## src/rtl/dsp48a1_pkg.sv

```systemverilog
// dsp48a1_pkg: shared widths, OPMODE bit positions and the X/Z mux encodings
// used by the dsp48a1 multiply-accumulate slice.
package dsp48a1_pkg;

   localparam int OPMODE_WIDTH = 8;
   localparam int A_DATA_WIDTH = 18;
   localparam int B_DATA_WIDTH = 18;
   localparam int D_DATA_WIDTH = 18;
   localparam int C_DATA_WIDTH = 48;
   localparam int P_DATA_WIDTH = 48;
   localparam int M_DATA_WIDTH = 36;

   // Low D bits that fill the top of the {D,A,B} X-mux operand.
   localparam int X_CONCAT_D_BITS = P_DATA_WIDTH - A_DATA_WIDTH - B_DATA_WIDTH;

   localparam int OP_X_LSB      = 0;
   localparam int OP_Z_LSB      = 2;
   localparam int OP_PREADD_SEL = 4;
   localparam int OP_CARRYIN    = 5;
   localparam int OP_PRE_SUB    = 6;
   localparam int OP_POST_SUB   = 7;

   typedef enum logic [1:0] {
      X_ZERO = 2'b00,
      X_M    = 2'b01,
      X_P    = 2'b10,
      X_DAB  = 2'b11
   } x_sel_e;

   typedef enum logic [1:0] {
      Z_ZERO = 2'b00,
      Z_PCIN = 2'b01,
      Z_P    = 2'b10,
      Z_C    = 2'b11
   } z_sel_e;

   // 49-bit post-adder; on subtract the carry bit is the borrow out.
   function automatic logic [P_DATA_WIDTH:0] post_add(
      input logic [P_DATA_WIDTH-1:0] z,
      input logic [P_DATA_WIDTH-1:0] x,
      input logic                    cin,
      input logic                    sub
   );
      logic [P_DATA_WIDTH:0] z_ext;
      logic [P_DATA_WIDTH:0] x_ext;
      logic [P_DATA_WIDTH:0] c_ext;
      z_ext = {1'b0, z};
      x_ext = {1'b0, x};
      c_ext = {{P_DATA_WIDTH{1'b0}}, cin};
      return sub ? (z_ext - (x_ext + c_ext)) : (z_ext + x_ext + c_ext);
   endfunction

endpackage

```

## src/rtl/dsp48a1_pipe_reg.sv

```systemverilog
// dsp48a1_pipe_reg: one optional pipeline stage of the slice; a clock-enabled
// register with async reset, or a straight wire when REGISTERED is 0.
module dsp48a1_pipe_reg #(
   parameter int WIDTH      = 18,
   parameter int REGISTERED = 1
) (
   input  logic             CLK,
   input  logic             rst,
   input  logic             ce,
   input  logic [WIDTH-1:0] d,
   output logic [WIDTH-1:0] q
);

   generate
      if (REGISTERED == 1) begin : g_reg
         // NOTE: non-blocking assignment keeps every stage sampling pre-edge values.
         always_ff @(posedge CLK or posedge rst) begin
            if (rst) begin
               q <= '0;
            end else if (ce) begin
               q <= d;
            end
         end
      end else begin : g_bypass
         logic unused_ctrl;
         assign unused_ctrl = ^{CLK, rst, ce};
         assign q = d;
      end
   endgenerate

endmodule

```

## src/rtl/dsp48a1.sv

```systemverilog
// dsp48a1: Spartan-6 style MAC slice (pre-adder, 18x18 multiply, 48-bit post-adder).
// The pre-adder is built only when DSP48A1_PREADDER_EN is defined.
module dsp48a1
   import dsp48a1_pkg::*;
#(
   parameter int    A0REG       = 0,
   parameter int    A1REG       = 1,
   parameter int    B0REG       = 0,
   parameter int    B1REG       = 1,
   parameter int    CREG        = 1,
   parameter int    DREG        = 1,
   parameter int    MREG        = 1,
   parameter int    PREG        = 1,
   parameter int    CARRYINREG  = 1,
   parameter int    CARRYOUTREG = 1,
   parameter int    OPMODEREG   = 1,
   parameter string CARRYINSEL  = "OPMODE5",
   parameter string B_INPUT     = "DIRECT"
) (
   input  logic                    CLK,
   input  logic                    RSTA,
   input  logic                    RSTB,
   input  logic                    RSTC,
   input  logic                    RSTD,
   input  logic                    RSTM,
   input  logic                    RSTP,
   input  logic                    RSTCARRYIN,
   input  logic                    RSTOPMODE,
   input  logic                    CEA,
   input  logic                    CEB,
   input  logic                    CEC,
   input  logic                    CED,
   input  logic                    CEM,
   input  logic                    CEP,
   input  logic                    CEOPMODE,
   input  logic                    CECARRYIN,
   input  logic [A_DATA_WIDTH-1:0] A,
   input  logic [B_DATA_WIDTH-1:0] B,
   input  logic [D_DATA_WIDTH-1:0] D,
   input  logic [C_DATA_WIDTH-1:0] C,
   input  logic [B_DATA_WIDTH-1:0] BCIN,
   input  logic [P_DATA_WIDTH-1:0] PCIN,
   input  logic                    CARRYIN,
   input  logic [OPMODE_WIDTH-1:0] OPMODE,
   output logic [B_DATA_WIDTH-1:0] BCOUT,
   output logic [M_DATA_WIDTH-1:0] M,
   output logic [P_DATA_WIDTH-1:0] P,
   output logic [P_DATA_WIDTH-1:0] PCOUT,
   output logic                    CARRYOUT,
   output logic                    CARRYOUTF
);

   logic [A_DATA_WIDTH-1:0] a0_q;
   logic [A_DATA_WIDTH-1:0] a1_q;
   logic [B_DATA_WIDTH-1:0] b_src;
   logic [B_DATA_WIDTH-1:0] b0_q;
   logic [B_DATA_WIDTH-1:0] b1_d;
   logic [B_DATA_WIDTH-1:0] b1_q;
   logic [D_DATA_WIDTH-1:0] d_q;
   logic [C_DATA_WIDTH-1:0] c_q;
   logic [OPMODE_WIDTH-1:0] opmode_q;
   logic [M_DATA_WIDTH-1:0] m_d;
   logic [M_DATA_WIDTH-1:0] m_q;
   logic [P_DATA_WIDTH-1:0] x_mux;
   logic [P_DATA_WIDTH-1:0] z_mux;
   logic [P_DATA_WIDTH-1:0] p_q;
   logic [P_DATA_WIDTH:0]   post_sum;
   logic                    cin_d;
   logic                    cin_q;
   logic                    cout_q;

   assign b_src = (B_INPUT == "CASCADED") ? BCIN : B;

   dsp48a1_pipe_reg #(.WIDTH(A_DATA_WIDTH), .REGISTERED(A0REG)) u_a0 (
      .CLK(CLK), .rst(RSTA), .ce(CEA), .d(A), .q(a0_q));
   dsp48a1_pipe_reg #(.WIDTH(A_DATA_WIDTH), .REGISTERED(A1REG)) u_a1 (
      .CLK(CLK), .rst(RSTA), .ce(CEA), .d(a0_q), .q(a1_q));
   dsp48a1_pipe_reg #(.WIDTH(B_DATA_WIDTH), .REGISTERED(B0REG)) u_b0 (
      .CLK(CLK), .rst(RSTB), .ce(CEB), .d(b_src), .q(b0_q));
   dsp48a1_pipe_reg #(.WIDTH(D_DATA_WIDTH), .REGISTERED(DREG)) u_d (
      .CLK(CLK), .rst(RSTD), .ce(CED), .d(D), .q(d_q));
   dsp48a1_pipe_reg #(.WIDTH(C_DATA_WIDTH), .REGISTERED(CREG)) u_c (
      .CLK(CLK), .rst(RSTC), .ce(CEC), .d(C), .q(c_q));
   dsp48a1_pipe_reg #(.WIDTH(OPMODE_WIDTH), .REGISTERED(OPMODEREG)) u_opmode (
      .CLK(CLK), .rst(RSTOPMODE), .ce(CEOPMODE), .d(OPMODE), .q(opmode_q));

`ifdef DSP48A1_PREADDER_EN
   logic [B_DATA_WIDTH-1:0] pre_sum;
   assign pre_sum = opmode_q[OP_PRE_SUB] ? (d_q - b0_q) : (d_q + b0_q);
   assign b1_d    = opmode_q[OP_PREADD_SEL] ? pre_sum : b0_q;
`else
   // Without the pre-adder only the low D bits (X-mux concat) are consumed.
   logic unused_preadd;
   assign unused_preadd = ^{d_q[D_DATA_WIDTH-1:X_CONCAT_D_BITS],
                            opmode_q[OP_PRE_SUB], opmode_q[OP_PREADD_SEL]};
   assign b1_d = b0_q;
`endif

   dsp48a1_pipe_reg #(.WIDTH(B_DATA_WIDTH), .REGISTERED(B1REG)) u_b1 (
      .CLK(CLK), .rst(RSTB), .ce(CEB), .d(b1_d), .q(b1_q));

   assign m_d = M_DATA_WIDTH'(a1_q) * M_DATA_WIDTH'(b1_q);

   dsp48a1_pipe_reg #(.WIDTH(M_DATA_WIDTH), .REGISTERED(MREG)) u_m (
      .CLK(CLK), .rst(RSTM), .ce(CEM), .d(m_d), .q(m_q));

   assign cin_d = (CARRYINSEL == "CARRYIN") ? CARRYIN : opmode_q[OP_CARRYIN];

   dsp48a1_pipe_reg #(.WIDTH(1), .REGISTERED(CARRYINREG)) u_cin (
      .CLK(CLK), .rst(RSTCARRYIN), .ce(CECARRYIN), .d(cin_d), .q(cin_q));

   always_comb begin
      // NOTE: default assignment first so no select value can infer a latch.
      x_mux = '0;
      case (x_sel_e'(opmode_q[OP_X_LSB +: 2]))
         X_M:     x_mux = {{(P_DATA_WIDTH - M_DATA_WIDTH){1'b0}}, m_q};
         X_P:     x_mux = p_q;
         X_DAB:   x_mux = {d_q[X_CONCAT_D_BITS-1:0], a1_q, b1_q};
         default: x_mux = '0;
      endcase
   end

   always_comb begin
      z_mux = '0;
      case (z_sel_e'(opmode_q[OP_Z_LSB +: 2]))
         Z_PCIN:  z_mux = PCIN;
         Z_P:     z_mux = p_q;
         Z_C:     z_mux = c_q;
         default: z_mux = '0;
      endcase
   end

   // Feedback through p_q gives accumulation against the pre-edge P.
   assign post_sum = post_add(z_mux, x_mux, cin_q, opmode_q[OP_POST_SUB]);

   dsp48a1_pipe_reg #(.WIDTH(P_DATA_WIDTH), .REGISTERED(PREG)) u_p (
      .CLK(CLK), .rst(RSTP), .ce(CEP), .d(post_sum[P_DATA_WIDTH-1:0]), .q(p_q));
   dsp48a1_pipe_reg #(.WIDTH(1), .REGISTERED(CARRYOUTREG)) u_cout (
      .CLK(CLK), .rst(RSTCARRYIN), .ce(CECARRYIN), .d(post_sum[P_DATA_WIDTH]), .q(cout_q));

   assign BCOUT     = b1_q;
   assign M         = m_q;
   assign P         = p_q;
   assign PCOUT     = p_q;
   assign CARRYOUT  = cout_q;
   assign CARRYOUTF = cout_q;

endmodule

```

## config.mk

```make
export PLATFORM = sky130hd
export DESIGN_NAME = dsp48a1
export DESIGN_NICKNAME = d
export VERILOG_FILES = /design/src/rtl/dsp48a1_pkg.sv /design/src/rtl/dsp48a1_pipe_reg.sv /design/src/rtl/dsp48a1.sv
export SDC_FILE = /design/constraint.sdc
export NUM_CORES = 2
export LEC_CHECK = 0
export ABC_AREA = 1
export CAP_MARGIN = 25
export CORE_MARGIN = 3
export CORE_UTILIZATION = 40
export DETAILED_ROUTE_END_ITERATION = 8
export GPL_ROUTABILITY_DRIVEN = 0
export GPL_TIMING_DRIVEN = 0
export SLEW_MARGIN = 20
export SYNTH_ARGS = -nofsm -noshare
export SYNTH_HDL_FRONTEND = slang
export SYNTH_SLANG_ARGS = --single-unit
```

## constraint.sdc

```tcl
create_clock -name CLK -period 5.8 [get_ports CLK]
set_clock_uncertainty 0.2 [all_clocks]
set_input_delay 0.58 -clock CLK [delete_from_list [all_inputs] [get_ports CLK]]
set_output_delay 0.58 -clock CLK [all_outputs]
set_load 0.1 [all_outputs]
```

# Word-level counts from Yosys, hierarchy flattened
# Index checks and enable logic that the tools add are counted.
[totals]
in_bits = 194
word_cells = 23
regBits = 190
out_inout_bits = 152
[op_classes]
n_addsub = 4
n_mux = 3
eq_ne = 6
multipliers = 1
[op_table]
columns = ["operator", "count"]
rows = [
  ["48-bit one-hot mux with 3 select lines", 2],
  ["48-bit by 1-bit adder with 49-bit output", 1],
  ["48-bit by 48-bit adder with 49-bit output", 1],
  ["49-bit by 1-bit adder with 49-bit output", 1],
  ["49-bit two-way mux", 1],
  ["48-bit by 49-bit subtractor with 49-bit output", 1],
  ["18-bit by 18-bit multiplier with 36-bit output", 1],
  ["2-bit == test (second input constant)", 4],
  ["2-bit by 1-bit == test with 1-bit output (second input constant)", 2],
]

# Depth between registers and ports, before layout
[logic_depth]
ltp_word = 5
depth_mapped = 28
mapped_depth_nobuf = 26

# Hierarchy
# A second synthesis with hierarchy kept.
[hier_totals]
hier_cells = 4564
area_unflattened_um2 = 30015.0
[modules_own_cells]
columns = ["mod", "cells_per_inst", "seq_area_each_um2", "instances", "area_each_um2"]
rows = [
  ["dsp48a1", 3689, 0.0, 1, 22163.8],
  ["dsp48a1_pipe_reg (u_c ...)", 204, 1201.2, 2, 1809.2],
  ["dsp48a1_pipe_reg (u_a1 ...)", 77, 450.4, 3, 714.4],
  ["dsp48a1_pipe_reg (u_m)", 153, 900.9, 1, 1422.6],
  ["dsp48a1_pipe_reg (u_opmode)", 35, 200.2, 1, 309.0],
  ["dsp48a1_pipe_reg (u_a0 ...)", 18, 0.0, 2, 135.1],
  ["dsp48a1_pipe_reg (u_cin ...)", 6, 25.0, 2, 43.8],
]

# Worst setup path before layout
# No wires, ideal clock.
[synth_timing]
path_kind = "reg-to-reg"
from = "reg u_b1.q[3]"
to = "reg u_m.q[26]"
t_arrival_ns = 6.112
path_stages_with_launch = 23
path_buffers = 2
setup_ns = 0.120
synth_period_minus_slack_ns = 6.432
setup_slack_ns = -0.632
required_ns = 5.480
path_cell_list = "dfrtp_1 -> clkbuf_1 -> clkbuf_1 -> nand2_1 -> fa_1 -> fa_1 -> fa_1 -> fa_1 -> inv_1 -> fa_1 -> inv_1 -> fa_1 -> inv_1 -> ha_1 -> a21oi_1 -> o21ai_0 -> a21oi_1 -> inv_1 -> a21oi_1 -> o21ai_0 -> or2_2 -> nand3_1 -> nand2_1"
[synth_via]
elab_chain_len = 1
[synth_rtl]
columns = ["item", "line_no", "rtl"]
rows = [
  ["start, declared", "dsp48a1_pipe_reg.sv:11", "output logic [WIDTH-1:0] q"],
  ["start signal, assigned", "dsp48a1_pipe_reg.sv:19", "q <= '0;"],
  ["start signal, assigned", "dsp48a1_pipe_reg.sv:21", "q <= d;"],
  ["18-bit by 18-bit multiplier with 36-bit output", "dsp48a1.sv:102", "assign m_d = M_DATA_WIDTH'(a1_q) * M_DATA_WIDTH'(b1_q);"],
  ["end signal, assigned", "dsp48a1_pipe_reg.sv:19", ""],
  ["end signal, assigned", "dsp48a1_pipe_reg.sv:21", ""],
  ["end, declared", "dsp48a1_pipe_reg.sv:11", ""],
]
# Every way passes these cells.
# A chain may end at the register's enable or synchronous reset.

# Worst setup path in the final report
[layout_timing]
from = "reg u_b1.q[6]"
to = "reg u_m.q[29]"
# The elaborated chain is that of the path after synthesis.

==> metrics.md <==
| Metric | Value |
|---|---|
| Vias in the first global route | between 20000 and 30000 |
| Post-Synthesis Cell Area | 29000 sq um |
| First-pass iteration count of the detailed router | 8 |
| DP HPWL | 111000 um |
| Max H-tree Level | 4 |
| Initial Util | 0.405 |
| Clk Tree Root Cell | clkbuf_16 |
| Required time worst endpoint | about 6 ns |
| DRC viols | 0 |
| Crit share post-route | 1.01 |
| Final Cell Area | 35500 sq um |
| Total global-route track usage | 0.349 |
| Non-Filler Instances | 5690 |
| 1st-iter DRT viols | 3578 |
| Fmax achieved | 171 MHz |
| DR vias/cell | 5.41 |
| Antenna violations before repair | 6 |
| CTS Buffer Depth | 2 |
| First-pass GRT wire length | 191000 um |
| Final setup viols | 1 |
| Commonest non-fill, non-tap cell in the layout | nand2_1 |
| Status | finished, violations left |
| Area Growth Syn to Fin | 22.3% |
| Hold crit path type | in2async |
| Seq/Total Area, Yosys | 0.162 |
| Layout cells sized above 1 | 0.0954 |
| Post-layout net count | 5428 |
| IO Port Bufs | 314 |
| Largest net degree at the start of global routing | 36 |
| Row cnt | 98 |
| Failing checks | setup timing |
| Placed cell areas | around 34000 sq um |
| Unique masters post-synth | 53 |
| Flop-to-flop setup slack | -0.04 ns |
| Die Span Y | 275 um |
| Synth Instances | around 4400 |
| Dominant synthesized flop cell | dfrtp_1 |
| Post-layout min period | slightly below 6 ns |
| Relative slew slack | 0.315 |
| Routed vias | 30800 |
| Post-route setup slack | -0.0370 ns |
| Inst Count DP | 5626 |
| Post-Syn Nets | 5062 |
| Crit path kind | reg2reg |
| Hold-fix buffers, CTS | 0 |
| TritonCTS buffer count | 17 |
| RSZ-0062 raised after global routing | yes |
| Worst-path clk slew | 0.09 ns |
| Worst-path fanout max | 5 |
| Number of flops mapped to enable cells by yosys | 0 |
| Clk_lat worst skew | roughly 0.53 ns |
| Final Hold Fails | 0 |
| FF+latch count, synth | about 190 |
| Critical Path Sink Type | flop |
| Clock sink total | 188 |
| IO Count | 346 |
| Commonest cells after routing, fill and taps aside | 1236 x nand2_1, 984 x inv_1, 314 x clkdlybuf4s50_1 |
| YS warnings | 0 |
| Max-cap violation count | 0 |
| Die area | 75800 sq um |
| Drt wl/cell | 23.5 um |
| CP startpoint kind | flop |
| Antenna Nets Post-Route | 0 |
| Slew @ Worst Pin | 1.03 ns |
| Setup slack at placement | -1.21 ns |
| Worst endpoint data arrival time | around 6 ns |
| Grt ovf | 0 |
| Slew Viols, Final | 0 |
| R2r worst-path depth | 23 |
| Core Area | 71600 sq um |
| TritonCTS clock tree | yes |
| Synth Area per Inst | 6.65 sq um |
| Final wirelength | 134000 um |
| Async S/R FF share, synth | 1.00 |
| Die X | between 200 and 300 um |
==> metal layers <==
layer  up-vias  global-route usage  wire length, um
met2      1908               0.539            57100
met3       414              0.0947            16300
li1      14000                   -                -
met4         8               0.215             9770
met5         -                   0               48
met1     14400               0.433            50600
==> flip-flops by register name, indices dropped and copies added, names as in the netlist <==
| signal | count |
|---|---|
| u_b1.q | 18 |
| u_c.q | 48 |
| u_a1.q | 18 |
| u_p.q | 48 |
| u_d.q | 12 |
| u_cin.q | 1 |
| u_cout.q | 1 |
| u_opmode.q | 6 |
| u_m.q | 36 |
==> synthesized netlist by cell type (4+ instances only) <==
master / instances / area [sq um]
nand4_1: 45 / 282
inv_1: 1010 / 3790
xor2_1: 16 / 140
buf_1: 16 / 60.1
nand3b_1: 5 / 37.5
nand2_1: 1261 / 4730
a31oi_1: 16 / 100
o21ai_1: 10 / 50.1
inv_2: 8 / 30.0
dfrtp_1: 188 / 4700
buf_4: 49 / 368
fa_1: 260 / 5200
o221ai_1: 32 / 280
a21o_1: 29 / 218
clkbuf_1: 121 / 454
a21oi_1: 216 / 1080
nand3_1: 187 / 936
buf_2: 7 / 35.0
mux2_2: 24 / 270
nor2_2: 13 / 81.3
nor3_1: 23 / 115
o211ai_1: 7 / 52.6
o21ai_0: 262 / 1310
a21oi_2: 4 / 35.0
or2_1: 6 / 37.5
ha_1: 249 / 3120
or2_2: 9 / 56.3
nor4_1: 4 / 25.0
o21bai_1: 17 / 128
o22ai_1: 13 / 81.3
xnor2_1: 5 / 43.8
nor2_1: 198 / 743
nand2_2: 16 / 100
==> metrics by stage <==
stage	utilization	hold WS, ns	setup TNS [ns]
3_5_place_dp	0.469	0.296	-18.97
5_1_grt	0.495	0.0763	-1.37
4_1_cts	0.488	0.0586	0
2_1_floorplan	-	0.121	-0.0488
6_report	0.496	0.0617	-0.0370
3_3_place_gp	0.468	0.291	-18.21
==> critical path: stages, from the launching register on <==
cell	delay (ns)
dfrtp_4	0.56
clkbuf_16	0.19
nand2_1	0.06
inv_1	0.05
fa_1	0.53
inv_1	0.06
fa_2	0.55
fa_1	0.43
inv_2	0.09
fa_1	0.42
fa_1	0.49
inv_1	0.05
fa_1	0.47
inv_1	0.06
ha_4	0.27
a21oi_4	0.16
a21boi_2	0.19
nand2_2	0.09
nand2_1	0.12
nand3_4	0.11
a21o_1	0.19
or2_1	0.21
nand3_1	0.09
nand2_1	0.06
==> final timing paths <==
kind,from,end
max,u_b1.q[6],u_m.q[29]
min,RSTM,u_m.q[34]
max reg2reg,u_b1.q[6],u_m.q[29]
min reg2reg,u_c.q[26],u_c.q[26]
max in group asynchronous,RSTA,u_a1.q[2]
min in group CLK,CEM,u_m.q[22]
==> what timing repair did <==
item,4_1_cts,5_1_grt
cloned,1,0
gates resized for setup,150,138
pin swaps,27,40
buffers inserted,53,14
setup endpoints to repair,23,20
==> cells by family after synthesis <==
kind of cell | count (synthesis) | synth area share
adder cells (fa/ha/maj) | 509 | 0.287
flip-flops | 188 | 0.162
multiplexers | 24 | 0.00932
AND/OR/NAND/NOR | 1779 | 0.250
buffers and inverters | 1213 | 0.164
AO/OA/AOI/OAI | 625 | 0.121
XOR/XNOR | 21 | 0.00634
==> cell type report <==
type,instances,area [sq um]
Antenna cell,3,7.51
Sequential cell,188,4790
Clock inverter,14,201
Clock buffer,17,425
Tap cell,950,1190
Fill cell,7372,36100
Inverter,1019,3830
Multi-Input combinational cell,2958,20200
Buffer,156,1020
Timing Repair Buffer,385,3780
Power is not shown: default switching activity piles up to over one toggle a cycle in this logic, so the estimate is an artifact.
